--- config.mk ---
export PLATFORM = sky130hd
export DESIGN_NAME = ysyx_24100005_mem_arbiter
export DESIGN_NICKNAME = d
export VERILOG_FILES = /design/src/rtl/ysyx_24100005_mem_pkg.sv /design/src/rtl/ysyx_24100005_rr_arb2.sv /design/src/rtl/ysyx_24100005_mem_arbiter.sv
export SDC_FILE = /design/constraint.sdc
export NUM_CORES = 1
export LEC_CHECK = 0
export CAP_MARGIN = 0
export CORE_ASPECT_RATIO = 1.5
export CORE_MARGIN = 8
export CORE_UTILIZATION = 34
export DETAILED_ROUTE_END_ITERATION = 8
export GPL_TIMING_DRIVEN = 0
export PLACE_DENSITY = 0.88
export SYNTH_ARGS = -nofsm -noshare
export SYNTH_HDL_FRONTEND = slang
export SYNTH_HIERARCHICAL = 1
export SYNTH_SLANG_ARGS = --single-unit
--- constraint.sdc ---
create_clock -name clk -period 1.6 [get_ports clk]
set_input_delay 0.16 -clock clk [delete_from_list [all_inputs] [get_ports clk]]
set_output_delay 0.16 -clock clk [all_outputs]
set_load 0.005 [all_outputs]
--- src/rtl/ysyx_24100005_mem_pkg.sv ---
// ysyx_24100005_mem_pkg: shared widths, requester ids and arbiter states
package ysyx_24100005_mem_pkg;
  localparam int DEF_ADDR_W = 32;
  localparam int DEF_DATA_W = 32;
  localparam int DEF_MASK_W = 8;
  localparam logic REQ_IFU = 1'b0;
  localparam logic REQ_LSU = 1'b1;
  typedef enum logic [1:0] {IDLE, ISSUE, WAIT, RESP} state_e;
endpackage

--- src/rtl/ysyx_24100005_rr_arb2.sv ---
// ysyx_24100005_rr_arb2: two-way round-robin grant, combinational
module ysyx_24100005_rr_arb2
  import ysyx_24100005_mem_pkg::*;
(
  input  logic [1:0] req,
  input  logic       last_grant,
  output logic [1:0] grant,
  output logic       grant_id
);
  always_comb begin
    grant_id = &req ? ~last_grant : req[REQ_LSU];
    grant = req & {grant_id, ~grant_id};
  end
endmodule

--- src/rtl/ysyx_24100005_mem_arbiter.sv ---
// ysyx_24100005_mem_arbiter: serialises IFU/LSU accesses onto one memory port
module ysyx_24100005_mem_arbiter
  import ysyx_24100005_mem_pkg::*;
#(
  parameter int ADDR_W = DEF_ADDR_W,
  parameter int DATA_W = DEF_DATA_W,
  parameter int MASK_W = DEF_MASK_W
) (
  input  logic              clk,
  input  logic              rst,
  input  logic              ifu_req_valid,
  output logic              ifu_req_ready,
  input  logic [ADDR_W-1:0] ifu_req_addr,
  output logic              ifu_rsp_valid,
  output logic [DATA_W-1:0] ifu_rsp_data,
  input  logic              lsu_req_valid,
  output logic              lsu_req_ready,
  input  logic [ADDR_W-1:0] lsu_req_addr,
  input  logic              lsu_req_wen,
  input  logic [DATA_W-1:0] lsu_req_wdata,
  input  logic [MASK_W-1:0] lsu_req_wmask,
  output logic              lsu_rsp_valid,
  output logic [DATA_W-1:0] lsu_rsp_data,
  output logic              mem_req_valid,
  input  logic              mem_req_ready,
  output logic [ADDR_W-1:0] mem_req_addr,
  output logic              mem_req_wen,
  output logic [DATA_W-1:0] mem_req_wdata,
  output logic [MASK_W-1:0] mem_req_wmask,
  input  logic              mem_rsp_valid,
  input  logic [DATA_W-1:0] mem_rsp_data,
  output logic              err
);
  state_e state_q, state_d;
  logic last_grant_q, last_grant_d, owner_q, owner_d, wen_q, wen_d, err_q, err_d;
  logic [ADDR_W-1:0] addr_q, addr_d;
  logic [DATA_W-1:0] wdata_q, wdata_d, rdata_q, rdata_d;
  logic [MASK_W-1:0] wmask_q, wmask_d;
  logic [1:0] grant;
  logic grant_id, idle;
  ysyx_24100005_rr_arb2 u_arb (
    .req({lsu_req_valid, ifu_req_valid}),
    .last_grant(last_grant_q),
    .grant(grant),
    .grant_id(grant_id)
  );
  assign idle = state_q == IDLE && !rst;
  assign ifu_req_ready = idle && grant[REQ_IFU];
  assign lsu_req_ready = idle && grant[REQ_LSU];
  assign mem_req_valid = state_q == ISSUE;
  assign mem_req_addr = addr_q;
  assign mem_req_wen = wen_q;
  assign mem_req_wdata = wdata_q;
  assign mem_req_wmask = wmask_q;
  assign ifu_rsp_valid = state_q == RESP && owner_q == REQ_IFU;
  assign lsu_rsp_valid = state_q == RESP && owner_q == REQ_LSU;
  assign ifu_rsp_data = rdata_q;
  assign lsu_rsp_data = rdata_q;
  assign err = err_q;
  always_comb begin
    state_d = state_q;
    last_grant_d = last_grant_q;
    owner_d = owner_q;
    addr_d = addr_q;
    wen_d = wen_q;
    wdata_d = wdata_q;
    wmask_d = wmask_q;
    rdata_d = rdata_q;
    err_d = err_q | (mem_rsp_valid && state_q != WAIT);
    unique case (state_q)
      IDLE: if (idle && |grant) begin
        state_d = ISSUE;
        owner_d = grant_id;
        last_grant_d = grant_id;
        addr_d = grant_id ? lsu_req_addr : ifu_req_addr;
        wen_d = grant_id & lsu_req_wen;
        wdata_d = grant_id ? lsu_req_wdata : '0;
        wmask_d = grant_id ? lsu_req_wmask : '0;
      end
      ISSUE: state_d = mem_req_ready ? WAIT : ISSUE;
      WAIT: if (mem_rsp_valid) begin
        state_d = RESP;
        rdata_d = mem_rsp_data;
      end
      default: state_d = IDLE;
    endcase
  end
  always_ff @(posedge clk) begin
    if (rst) begin
      state_q <= IDLE;
      last_grant_q <= REQ_LSU;
      owner_q <= REQ_IFU;
      addr_q <= '0;
      wen_q <= 1'b0;
      wdata_q <= '0;
      wmask_q <= '0;
      rdata_q <= '0;
      err_q <= 1'b0;
    end else begin
      state_q <= state_d;
      last_grant_q <= last_grant_d;
      owner_q <= owner_d;
      addr_q <= addr_d;
      wen_q <= wen_d;
      wdata_q <= wdata_d;
      wmask_q <= wmask_d;
      rdata_q <= rdata_d;
      err_q <= err_d;
    end
  end
endmodule

=== Yosys cells after proc, flatten, opt, wreduce, memory -nomap -nowiden ===
Cells that the tools add are included.

* Flip-flop bits (word level): 110
* Bits in latches: 0
* Memory bits (writable): 0
* Memory bits (read-only): 0
* Input bits: 143
* Logic and storage cells: 43
* Memories: 0

* Add/sub/neg operators: 0
* $mul: 0
* Divide/modulo/power cells: 0
* Magnitude comparators: 0
* Equality and inequality tests: 6
* Shift-type cells: 0
* Muxes and demuxes: 8
* Bitwise logic cells: 6
* Reduce and logical (&&, ||, !) cells: 14

{| class="wikitable"
|+ Operator list
! cell !! count
|-
| two-way mux 32 bit || 2
|-
| two-way mux 8 bit || 1
|-
| AND reduction 2 bit || 4
|-
| logical AND 1 bit || 7
|-
| two-way mux 2 bit || 3
|-
| one-hot mux 2 bit (3 select lines) || 1
|-
| equality test 2 bit (second input constant) || 2
|-
| inequality test 2 bit (second input constant) || 2
|-
| inverter 1 bit || 3
|-
| AND 2 bit || 1
|-
| equality test 2 x 1 -> 1 bit (second input constant) || 1
|-
| zero test 2 bit || 1
|-
| inequality test 2 x 1 -> 1 bit (second input constant) || 1
|-
| OR reduction 2 bit || 1
|-
| AND 1 bit || 1
|-
| zero test 1 bit || 1
|-
| two-way mux 1 bit || 1
|-
| OR 1 bit || 1
|}

=== Depth between registers and ports, before layout ===
* Depth in word-level cells: 8
* Depth in mapped cells: 7

=== Hierarchy ===
Netlist, hierarchy kept.

{| class="wikitable"
|+ Modules (own cells, without submodules)
! module !! instances !! cells each !! area each (sq um) !! seq. area each (sq um)
|-
| ysyx_24100005_mem_arbiter || 1 || 540 || 4723.3 || 2202.1
|-
| ysyx_24100005_rr_arb2 || 1 || 4 || 26.3 || 0.0
|}

=== Worst setup path after synthesis ===
Ideal clock, no wire load.

* Path type: reg2reg
* From: register last_grant_q
* To: register wdata_q[22], in the netlist mem_req_wdata[22]
* Library setup time: 0.070 ns
* Arrival: 1.429 ns
* Slack: 0.100 ns
* Stages on the path, launching flop included: 8
* Period minus slack after synthesis: 1.500 ns
* Cells stage by stage: dfxtp_1 inv_1 a21boi_1 or2_2 buf_2 clkbuf_1 nand4_1 a21oi_1

* Cells in the longest elaborated chain, start to end: 7
* Elaborated cells on any way between the ends: 8
* Classes of those cells: 2 x mux; 3 x bitwise; 3 x reduce/logical

{| class="wikitable"
|+ Ends and longest elaborated chain
! element !! RTL line !! source
|-
| start: declaration || ysyx_24100005_mem_arbiter.sv:35 || <nowiki>logic last_grant_q, last_grant_d, owner_q, owner_d, wen_q, wen_d, err_q, err_d;</nowiki>
|-
| start signal: assignment || ysyx_24100005_mem_arbiter.sv:101 || <nowiki>last_grant_q <= last_grant_d;</nowiki>
|-
| inverter 1 bit || ysyx_24100005_rr_arb2.sv:11 || <nowiki>grant_id = &req ? ~last_grant : req[REQ_LSU];</nowiki>
|-
| two-way mux 1 bit || ysyx_24100005_rr_arb2.sv:11 ||
|-
| inverter 1 bit || ysyx_24100005_rr_arb2.sv:12 || <nowiki>grant = req & {grant_id, ~grant_id};</nowiki>
|-
| AND 2 bit || ysyx_24100005_rr_arb2.sv:12 ||
|-
| named net grant[0] || ysyx_24100005_mem_arbiter.sv:39 || <nowiki>logic [1:0] grant;</nowiki>
|-
| OR reduction 2 bit || ysyx_24100005_mem_arbiter.sv:71 || <nowiki>IDLE: if (idle && |grant) begin</nowiki>
|-
| logical AND 1 bit || ysyx_24100005_mem_arbiter.sv:71 ||
|-
| AND reduction 2 bit (no line) || -- ||
|-
| end signal: assignment || ysyx_24100005_mem_arbiter.sv:105 || <nowiki>wdata_q <= wdata_d;</nowiki>
|-
| end: declaration || ysyx_24100005_mem_arbiter.sv:37 || <nowiki>logic [DATA_W-1:0] wdata_q, wdata_d, rdata_q, rdata_d;</nowiki>
|}

The timed path passes the listed nets, and every way through them passes these cells.
A chain may end at the register's enable or synchronous reset.

=== Worst setup path after layout ===
* From: register last_grant_q
* To: register wdata_q[20], in the netlist mem_req_wdata[20]

The elaborated chain is that of the path after synthesis.

==> key figures <==
Synth
  – Sequential fraction of the synthesis area: a little under half
  – Fraction of synthesized cell area in xor and xnor cells: 0%
  – Mean post-synth cell area: around 8.7 sq um
  – Dominant combinational cell family by area after synthesis: compound AO/OA/AOI/OAI gates
  – Cell taking the most area after synthesis: sky130_fd_sc_hd__dfxtp_1
  – Yosys warning total: 6
  – Compound-gate portion of the synthesized area: a little over a fifth
  – Total nets after synthesis: a little under 700
  – Synth top area cells: sky130_fd_sc_hd__dfxtp_1 (46%), sky130_fd_sc_hd__a21oi_1 (11%), sky130_fd_sc_hd__mux2i_1 (6.7%)
  – Fraction of synthesized cell area taken by the top area cell type: between 40 and 50%
  – Post-synthesis cell count: around 540
  – Area of the mapped netlist: approximately 4700 sq um
  – Mux cell area share after synthesis: slightly below 7%
  – Adder-cell share of the synthesized area: 0%
  – Yosys reg bits: 110
  – Count of distinct cell types in the synthesized netlist: 29
  – Area share of and/or/nand/nor cells after synthesis: about an eighth

Floorplan
  – Number of top-level pins: ~290
  – Starting density of the core: between 30% and 40%
  – Die W: roughly 110 um
  – Vertical die dimension: 160.8 um
  – Standard-cell row count: 53
  – Die area: between 15000 and 20000 sq um
  – Core ar.: 13860 sq um

Timing
  – Setup TNS after final layout: 0 ns
  – Unrepaired setup endpoints after global routing: no
  – Maximum clock frequency: 644.3 MHz
  – Final worst-path cycle share: a little over nine tenths
  – Setup violation total in the final timing report: 0
  – Smallest setup slack after layout: between 0.04 and 0.05 ns
  – Max Slew Vio Count: 0
  – Tightest Pin Transition: 0.5554 ns
  – Final count of hold timing violations: 0
  – Relative slew slack: a little over three fifths
  – Min Clock Period, post-route: around 1.6 ns
  – Hold_ws: roughly 0.36 ns
  – Worst setup skew after layout: 0.009865 ns

Worst setup path
  – Signal arrival time at the worst endpoint: approximately 1.8 ns
  – Largest stage delay, worst path: about 0.36 ns
  – Family with the most delay on the worst path: buffers and inverters
  – Slowest cell on the critical path: sky130_fd_sc_hd__dfxtp_4
  – Type of the setup path with the least slack: register to register
  – Setup crit end kind: register
  – Critical Path, Cell by Cell: inv_1 -> a21boi_4 -> nor2_4 -> clkbuf_2 -> o21ai_1 -> a21oi_1
  – Setup crit start kind: register
  – Path length in cells of the critical path: 6
  – Data required time of the critical path: between 1.5 and 2 ns
  – Number of buffer and inverter instances along the worst setup path: 2
  – Critical-path maximum fanout: 10
  – Cells on worst reg2reg path: 6

CTS
  – Clock root buffer: sky130_fd_sc_hd__clkbuf_16
  – Clk sink count: between 100 and 150
  – Clock-pin slew on the worst setup and hold paths: about 0.080 ns
  – Number of buffers on the longest clock path: 2
  – Clk Latency, worst-skew pair: around 0.34 ns
  – Maximum level of the CTS H-tree: 3
  – CTS tree: done
  – Number of hold buffers added after cts: 0
  – Clock buffers created by TritonCTS: 9

GRT
  – Pin count of the biggest net entering global routing: 19
  – Total GRT Usage: around a fifth
  – Total gr overflow: 0
  – Number of antenna violations at the first check in global routing: 0
  – Number of global-route vias before repair: approximately 5200
  – Wire length of the first global-routing pass: approximately 28 mm

Power
  – Power share of the clock group: 33.4%
  – Comb power frac: approximately a quarter
  – Power density relative to cell area: a little over 800 nW/um^2
  – Design Power: roughly 7 mW
  – Switching power: 1.838 mW
  – Sequential share of power: 42.8%
  – Cell-internal power: about 5 mW
  – Largest vdd supply drop: around 0.00052 V
  – Leakage Power: 3.061 nW
  – Sw Ratio: 26.49%

Detailed routing
  – Post-detailed-route DRC marker count: 0
  – Remaining antenna violation count after routing: 0
  – Count of TritonRoute iterations in the first routing pass: 4
  – Average wire per standard cell: 18.16 um
  – Routed wire length: 18.48 mm
  – Initial DRC count: roughly 210
  – Number of vias after detailed routing: a little over 5000
  – Number of vias per cell after detailed routing: ~5.1

Placed design
  – Final Wtd Congestion: about 0.83
  – Number of port buffers: about 290
  – Worst slack after detailed placement: -0.6575 ns
  – Dpl hpwl: about 14 mm

Run
  – Max-capacitance violation count: 0

Cells and area
  – Total Nets Final: a little under 1000
  – Fraction of layout cells with a size suffix above 1: ~14%
  – Final antenna diode count: 0
  – Commonest non-fill, non-tap cells in the layout: sky130_fd_sc_hd__clkdlybuf4s50_1 (278), sky130_fd_sc_hd__dfxtp_1 (108), sky130_fd_sc_hd__a21oi_1 (105)
  – Core utilization of the finished layout: 60.27%
  – Area growth from synthesis to final layout: 75.87%
  – Most common library cell in the layout ignoring fill and taps: sky130_fd_sc_hd__clkdlybuf4s50_1

Hold path
  – Class of the most critical hold timing path: primary input to register
  – Hold path cells: 3

Run status
  – Outcome: completed
[sequential cells by signal, indices dropped and copies added, names as in the netlist]
register       flops
mem_req_wmask      8
owner_q            1
last_grant_q       1
state_q            2
mem_req_wen        1
mem_req_wdata     32
ifu_rsp_data      32
err                1
mem_req_addr      32
[per-stage QoR]
stage	area, sq um	instances
after floorplan	4750	544
after global placement	7809	994
after detailed placement	7809	994
after CTS	8234	1014
after global routing	8353	1018
final	8353	1018
[layout make-up]
type | count | area, sq um
clock buffers | 11 | 242.7
multi-input cells | 343 | 2057
repair buffers | 294 | 2905
inverters | 2 | 7.507
fillers | 1195 | 5507
well taps | 165 | 206.4
plain buffers | 88 | 656.9
flip-flops and latches | 110 | 2210
clock inverters | 5 | 67.56
[per-layer routing]
layer / vias to the layer above / global-route usage [%] / share of wire (%)
met5: - / 0 / 0
met4: 0 / 9.242 / 3.6
met3: 43 / 5.148 / 6.2
met2: 212 / 36.25 / 54
met1: 2396 / 19.68 / 36
li1: 2522 / - / -
[worst min-delay path, delay by kind of cell]
kind	cells	cell delay, ns
and+or+nand+nor	1	0.05
buffers and inverters	1	0.39
AOI/OAI and AO/OA	1	0.05
[Yosys cell counts]
| cell | instances |
|---|---|
| sky130_fd_sc_hd__and3b_1 | 1 |
| sky130_fd_sc_hd__and3_1 | 2 |
| sky130_fd_sc_hd__a211oi_1 | 32 |
| sky130_fd_sc_hd__a21oi_1 | 108 |
| sky130_fd_sc_hd__nand2_1 | 67 |
| sky130_fd_sc_hd__a211o_1 | 2 |
| sky130_fd_sc_hd__nor2_2 | 1 |
| sky130_fd_sc_hd__a21boi_1 | 3 |
| sky130_fd_sc_hd__nand2b_1 | 1 |
| sky130_fd_sc_hd__a31o_2 | 1 |
| sky130_fd_sc_hd__inv_1 | 2 |
| sky130_fd_sc_hd__and2_1 | 2 |
| sky130_fd_sc_hd__o21ai_0 | 19 |
| sky130_fd_sc_hd__mux2i_1 | 32 |
| sky130_fd_sc_hd__or3_1 | 1 |
| sky130_fd_sc_hd__or2_2 | 1 |
| sky130_fd_sc_hd__nor3_4 | 1 |
| sky130_fd_sc_hd__dfxtp_1 | 110 |
| sky130_fd_sc_hd__nor3_1 | 1 |
| sky130_fd_sc_hd__nor2_1 | 2 |
| sky130_fd_sc_hd__o21ai_1 | 22 |
| sky130_fd_sc_hd__nor2_8 | 1 |
| sky130_fd_sc_hd__buf_4 | 36 |
| sky130_fd_sc_hd__buf_6 | 9 |
| sky130_fd_sc_hd__nand3b_1 | 1 |
| sky130_fd_sc_hd__nand4_1 | 41 |
| sky130_fd_sc_hd__nor2b_1 | 1 |
| sky130_fd_sc_hd__buf_2 | 15 |
| sky130_fd_sc_hd__clkbuf_1 | 29 |
[logic make-up (layout without fill, tap and decap cells)]
logic type | after synthesis | after routing
AOI/OAI and AO/OA | 187 | 187
buffers and inverters | 91 | 400
DFF | 110 | 110
muxes | 32 | 32
and+or+nand+nor | 124 | 124
[final timing paths]
check / start / endpoint / slack (ns)
worst max-delay path: last_grant_q / mem_req_wdata[20] / 0.05
worst min-delay path: mem_rsp_data[27] / ifu_rsp_data[27] / 0.36
worst max register to register: last_grant_q / mem_req_wdata[20] / 0.05
worst min register to register: ifu_rsp_data[21] / ifu_rsp_data[21] / 0.47
[what timing repair did]
item	4_1_cts	5_1_grt
endpoints found under the setup margin	112	86
gates cloned	0	0
endpoints found under the hold margin	0	0
buffers inserted	5	4
resized for setup	47	58
pin swaps	1	7
[power by group through the flow]
| stage | logic [mW] | clock network [mW] | registers, mW |
|---|---|---|---|
| finish | 1.65 | 2.31 | 2.97 |
| floorplan | 0.654 | 0 | 3.03 |
| CTS | 1.60 | 2.36 | 2.97 |
| global route | 1.77 | 2.47 | 2.99 |
| global placement | 1.53 | 0 | 3.01 |
| detailed placement | 1.55 | 0 | 3.02 |
(Power assumes the default switching activity.)
